==> src/rtl/alu_arbiter_ctrl.sv <==
// Two-requester round-robin front end for a shared tri-state ALU.
// One operation in flight; divide-by-zero is answered locally without touching the ALU.
module alu_arbiter_ctrl #(
  parameter logic [15:0] DIV_ERR_VAL = 16'hFFFF
) (
  input  logic        clk,
  input  logic        rst,
  input  logic        req0_valid,
  output logic        req0_ready,
  input  logic [7:0]  req0_a,
  input  logic [7:0]  req0_b,
  input  logic [3:0]  req0_cmd,
  input  logic        req1_valid,
  output logic        req1_ready,
  input  logic [7:0]  req1_a,
  input  logic [7:0]  req1_b,
  input  logic [3:0]  req1_cmd,
  output logic [7:0]  alu_a,
  output logic [7:0]  alu_b,
  output logic [3:0]  alu_cmd,
  output logic        alu_oe,
  input  logic [15:0] alu_d,
  output logic        rsp_valid,
  input  logic        rsp_ready,
  output logic        rsp_id,
  output logic [15:0] rsp_data,
  output logic        rsp_err,
  output logic [1:0]  dbg_state
);

  // Handshake: a requester transfers when valid & ready are both high at a rising
  // clock edge; the response transfers when rsp_valid & rsp_ready are both high.

  localparam logic [3:0] CMD_DIV = 4'b0101;

  typedef enum logic [1:0] {
    S_IDLE = 2'd0,
    S_EXEC = 2'd1,
    S_RESP = 2'd2
  } state_t;

  state_t      r_state;
  state_t      w_next;
  logic        r_last_id;
  logic        r_id;
  logic        r_err;
  logic [7:0]  r_a;
  logic [7:0]  r_b;
  logic [3:0]  r_cmd;
  logic [15:0] r_data;

  logic        w_gnt0;
  logic        w_gnt1;
  logic        w_acc;
  logic        w_acc_id;
  logic [7:0]  w_a;
  logic [7:0]  w_b;
  logic [3:0]  w_cmd;
  logic        w_div0;

  // Contention goes to whoever was not granted last.
  assign w_gnt0 = req0_valid & (~req1_valid | r_last_id);
  assign w_gnt1 = req1_valid & (~req0_valid | ~r_last_id);

  assign req0_ready = (r_state == S_IDLE) & ~rst & w_gnt0;
  assign req1_ready = (r_state == S_IDLE) & ~rst & w_gnt1;

  assign w_acc    = req0_ready | req1_ready;
  assign w_acc_id = req1_ready;
  assign w_a      = w_acc_id ? req1_a   : req0_a;
  assign w_b      = w_acc_id ? req1_b   : req0_b;
  assign w_cmd    = w_acc_id ? req1_cmd : req0_cmd;
  assign w_div0   = (w_cmd == CMD_DIV) && (w_b == 8'd0);

  always_comb begin
    w_next = r_state;
    case (r_state)
      S_IDLE: begin
        if (w_acc) w_next = w_div0 ? S_RESP : S_EXEC;
      end
      S_EXEC: w_next = S_RESP;
      S_RESP: begin
        if (rsp_ready) w_next = S_IDLE;
      end
      default: w_next = S_IDLE;
    endcase
  end

  always_ff @(posedge clk or posedge rst) begin
    if (rst) begin
      r_state   <= S_IDLE;
      r_last_id <= 1'b1;
      r_id      <= 1'b0;
      r_err     <= 1'b0;
      r_a       <= 8'd0;
      r_b       <= 8'd0;
      r_cmd     <= 4'd0;
      r_data    <= 16'd0;
    end else begin
      r_state <= w_next;
      if (w_acc) begin
        r_a       <= w_a;
        r_b       <= w_b;
        r_cmd     <= w_cmd;
        r_id      <= w_acc_id;
        r_last_id <= w_acc_id;
        if (w_div0) begin
          r_data <= DIV_ERR_VAL;
          r_err  <= 1'b1;
        end
      end
      // The ALU drives alu_d only while alu_oe is high, i.e. during EXEC.
      if (r_state == S_EXEC) begin
        r_data <= alu_d;
        r_err  <= 1'b0;
      end
    end
  end

  assign alu_a     = r_a;
  assign alu_b     = r_b;
  assign alu_cmd   = r_cmd;
  assign alu_oe    = (r_state == S_EXEC);
  assign rsp_valid = (r_state == S_RESP);
  assign rsp_id    = r_id;
  assign rsp_data  = r_data;
  assign rsp_err   = r_err;
  assign dbg_state = r_state;

endmodule

==> config.mk <==
export PLATFORM = sky130hd
export DESIGN_NAME = alu_arbiter_ctrl
export DESIGN_NICKNAME = d
export VERILOG_FILES = /design/src/rtl/alu_arbiter_ctrl.sv
export SDC_FILE = /design/constraint.sdc
export NUM_CORES = 1
export LEC_CHECK = 0
export BUFFER_PORTS_ARGS = -buffer_cell sky130_fd_sc_hd__buf_2
export CELL_PAD_IN_SITES_DETAIL_PLACEMENT = 1
export CELL_PAD_IN_SITES_GLOBAL_PLACEMENT = 2
export CORE_MARGIN = 2
export CORE_UTILIZATION = 26
export CTS_CLUSTER_DIAMETER = 150
export DETAILED_ROUTE_END_ITERATION = 7
export PLACE_DENSITY = 0.9
export SETUP_SLACK_MARGIN = 0.2
export SYNTH_ARGS = -nofsm -noshare
export SYNTH_HDL_FRONTEND = slang
export SYNTH_SLANG_ARGS = --single-unit
==> constraint.sdc <==
create_clock -name clk -period 1.9 [get_ports clk]
set_input_delay 0.285 -clock clk [delete_from_list [all_inputs] [get_ports clk]]
set_output_delay 0.285 -clock clk [all_outputs]
set_load 0.03 [all_outputs]
Word-level counts from Yosys, hierarchy flattened
Cells that the tools add are included.
- register bits after elaboration: 41
- input port bits: 61
- equality and inequality tests: 5
- multiplexer cells: 13
- bitwise operators: 12
- reduce and logical (&&, ||, !) cells: 7
- operator list (operator ; number):
    two-way mux 16 bit ; 3
    two-way mux 8 bit ; 2
    logical NOT 8 bit ; 1
    two-way mux 2 bit ; 3
    one-hot mux 2 bit (3 select lines) ; 1
    bitwise AND 1 bit ; 5
    equality test 4 x 3 -> 1 bit, second input constant ; 1
    two-way mux 4 bit ; 1
    inverter 1 bit ; 4
    AND reduction 2 bit ; 2
    nonzero test 2 bit ; 2
    two-way mux 1 bit ; 3
    OR 1 bit ; 3
    equality test 2 x 1 -> 1 bit, second input constant ; 1
    equality test 2 bit, second input constant ; 1
    logical NOT 2 bit ; 1
    inequality test 2 x 1 -> 1 bit, second input constant ; 1
    inequality test 2 bit, second input constant ; 1
    logical AND 1 bit ; 1

Depth between registers and ports, before layout
- depth in word-level cells: 10
- gate-level depth with buffers: 6
- depth with buffers taken out: 4

Least setup slack after synthesis
No wires, ideal clock.
- kind: reg-to-reg
- start point: register r_state[1], in the netlist dbg_state[1]
- end point: register r_a[0], in the netlist alu_a[0]
- arrival: 1652 ps
- data required time: 1818 ps
- slack: 166 ps
- cell stages (with the launch flop): 7
- clock period less this slack: 1734 ps
- path through: dfrtp_1 -> or3_1 -> clkbuf_1 -> or2_1 -> buf_6 -> buf_6 -> a31oi_1
- word-level cells in the longest chain between the ends: 4
- elaborated cells between the ends (all ways): 6
- classes of those cells: mux (1); bitwise (4); reduce/logical (1)
- RTL lines (element ; RTL line ; text):
    from (decl) ; 42 ; state_t r_state;
    from (signal assigned) ; 100 ; r_state <= w_next;
    logical NOT 2 bit (*) ; 65, 66 ;
    bitwise AND 1 bit (*) ; 65, 66 ;
    bitwise AND 1 bit, on equally long branches ; 66, 65 ;
    two-way mux 8 bit / OR 1 bit (equally long branches) ; 70, 68 ;
    to (signal assigned) ; 102 ; r_a <= w_a;
    to (decl) ; 47 ; logic [7:0] r_a;
Every way passes the cells marked *; elsewhere a longest branch is shown, timed or not.
A chain may end at the register's enable or synchronous reset.

Worst setup path in the final report
- start point: register r_state[1], in the netlist dbg_state[1]
- end point: output req1_ready
- word-level cells in the longest chain between the ends: 3
- RTL lines (element ; RTL line ; text):
    logical NOT 2 bit ; 66 ; assign req1_ready = (r_state == S_IDLE) & ~rst & w_gnt1;
    bitwise AND 1 bit (2 in a row) ; 66 ;
    to (decl) ; 14 ; output logic req1_ready,
Every way passes these cells.

==> key figures <==
Critical path
  – Worst Reg-to-Reg Cells: 4
  – CP max FO: 3
  – CP Data Required Time: 1.62 ns
  – Startpoint types: register
  – WS Path Type: register to primary output
  – Worst r2r src: dbg_state[1]
  – Crit path capture type: primary output
  – Reg-to-reg endpoint: alu_a[0]
  – Worst Path Arrival: 1.54 ns
  – Reg2reg setup slack: 0.23 ns

Min path
  – WHS Path Cells: 3
  – Hold Path End: rsp_data[3]
  – Hold Startpoint: alu_d[3]
  – Hold WC Path Type: primary input to register

Logic synthesis
  – Largest area contributor in the netlist: dfrtp_1
  – Synth Cell Area: 0.00214 sq mm
  – Post-synth EDFFs: 0
  – Synth Area per Inst: 10.2 sq um
  – Most common cell in the synthesized netlist: dfrtp_1
  – Syn_nets: 271
  – Commonest cells in the netlist: dfrtp_1, clkbuf_1, nor3_1
  – Synth Flop Type: dfrtp_1
  – Post-Syn Instances: 210
  – Largest cells by area after synthesis: dfrtp_1, mux2i_1, o221ai_1, o31ai_1, a31oi_1
  – Seq/Total Area, Yosys: 48.0%
  – Synth async-reset ratio: 100%
  – Top cell type's share of synthesized area: 46.8%
  – YS warnings: 0
  – Netlist cell types: 25
  – #FFs+latches synth: 41

Detailed routing
  – Vias per cell: 5.41
  – Total iterations of the first detailed-routing run: 4
  – Drt drc: 0
  – First-iteration detailed-routing DRC count: 64
  – Vias post-DR: 2276
  – ANT nets after route: 0
  – Routed wire length: 7600 microns
  – WL per Instance: 18.1 microns

Placed design
  – Gpl congestion: 0.791
  – Dpl cell area: 0.00278 sq mm
  – PortBufs: 104
  – Place WS: 0.212 ns
  – Dpl hpwl: 5310 microns

Global route
  – Tot GR Track Use: 16.7%
  – Vias in the first global route: 2300
  – Initial antenna violation count: 0
  – First-pass GRT wire length: 11600 microns
  – Grt total ovfl: 0
  – Largest net degree at the start of global routing: 41

STA
  – Slew @ Worst Pin: 0.719 ns
  – Setup ws final: 0.0707 ns
  – Final-report hold violation count: 0
  – Rel. slew slack: 52.0%
  – Tmin final: 1.83 ns
  – Final Cycle Share: 96.3%
  – Setup TNS: 0 ns
  – Slew Viols, Final: 0
  – Setup Skew: 0.00600 ns
  – F_max: 547 MHz
  – RSZ-0062 raised after global routing: true
  – Final setup vio count: 0

Floorplanning
  – Row cnt: 33
  – DIE AREA: 0.00897 sq mm
  – Die span in y: 94.7 microns
  – Width of the die: 94.7 microns
  – Initial core utilization: 26.4%
  – Ports: 105
  – Core ar.: 0.00809 sq mm

Flow run
  – Max-cap violation count: 0

Clocking
  – Worst-Skew Late Latency: 0.29 ns
  – CTS H-Tree Depth: 2
  – Max Root-Sink Buffers: 2
  – Clock transition at path regs: 0.09 ns
  – Clk sink count: 41
  – TritonCTS clock tree: yes
  – Root buf cell: clkbuf_8
  – Total CTS buffers: 5

Cells and area
  – Final #Nets: 376
  – Diodes inserted: 0
  – FILL cells: 985
  – Share of cells above drive strength 1: 46.5%
  – Final core occ: 36.7%
  – Syn-to-layout area delta: 38.8%
  – Post-route cell area: 0.00297 sq mm
  – Multi-input gate area: 0.00100 sq mm
  – Register area: 0.00103 sq mm

Outcome
  – Outcome: finished clean

Power and ir drop
  – VDD IR max: 0.668 mV
  – Cell Pwr Density: 1670 mW/mm^2
  – P_leak: 1.38 nW
flip-flops by register name, summed over array words and instances (netlist names):
name / count
alu_a: 8
dbg_state: 2
rsp_data: 16
alu_b: 8
rsp_id: 1
alu_cmd: 4
r_last_id: 1
rsp_err: 1
placed cells by master (no fill, tap or decap), drive strengths merged:
master / n
nand4: 20
o31ai: 20
or3: 1
nand2: 1
nand2b: 2
a22o: 1
a21bo: 1
nand3: 3
nor4bb: 2
a31oi: 20
buf: 124
dfrtp: 40
nor3: 21
nor2b: 2
dlygate4sd3: 1
a21o: 2
clkinv: 2
clkbuf: 6
dfstp: 1
o221ai: 18
a21oi: 1
inv: 6
or2: 1
mux2i: 16
nor4: 4
report_power, final:
group / internal (mW) / switching [mW] / leakage (nW) / total (mW)
logic: 0.956 / 1.85 / 0.854 / 2.81
clock network: 0.255 / 0.316 / 0.0450 / 0.571
registers: 1.32 / 0.263 / 0.478 / 1.59
cell families after synthesis:
family	share of synthesized area (%)
buffers and inverters	6.96
DFF	48.0
muxes	7.49
and+or+nand+nor	15.5
AOI/OAI and AO/OA	22.0
cell type report:
type,count,share of cell area (%)
repair buffers,125,23.5
clock inverters,2,0.337
flip-flops and latches,41,34.7
clock buffers,6,2.44
multi-input cells,136,33.8
well taps,105,4.42
inverters,6,0.842
worst max-delay path by stage:
stage / slack, ns / endpoint / from
3_5_place_dp: 0.21 / rsp_data[5] / dbg_state[1]
3_3_place_gp: 0.28 / req1_ready / dbg_state[1]
4_1_cts: 0.06 / req1_ready / dbg_state[0]
6_report: 0.07 / req1_ready / dbg_state[1]
2_1_floorplan: 0.21 / alu_a[0] / dbg_state[1]
5_1_grt: 0.02 / req1_ready / dbg_state[1]
stage by stage:
step	power, mW	hold WS (ns)	instances
final	4.96	0.215	421
after detailed placement	4.30	0.232	406
after CTS	4.94	0.208	419
after global placement	4.23	0.226	406
after global routing	5.29	0.217	421
after floorplan	3.46	0.425	210
metal layers:
metal  share of wire [%]  wire (microns)  track usage, %  vias up
met3                 5.9             447            3.11        2
li1                    -               -               -     1044
met4                0.25              19            2.54        0
met1                  46            3480            23.5     1146
met5                   0               0               0        -
met2                  48            3650            27.2       84
what timing repair did:
item	CTS	global route
pin swaps	1	2
setup endpoints to repair	3	18
cloned	0	0
buffers inserted	4	2
hold buffers	1	0
gates resized for setup	3	14
hold endpoints to repair	7	0
worst max-delay path, cell delays in order, from the launching register on:
cell and delay (ns):
dfrtp_2 0.43, or3_4 0.39, or2_4 0.25, inv_4 0.06, buf_6 0.12
Power figures use the tool's default switching activity.
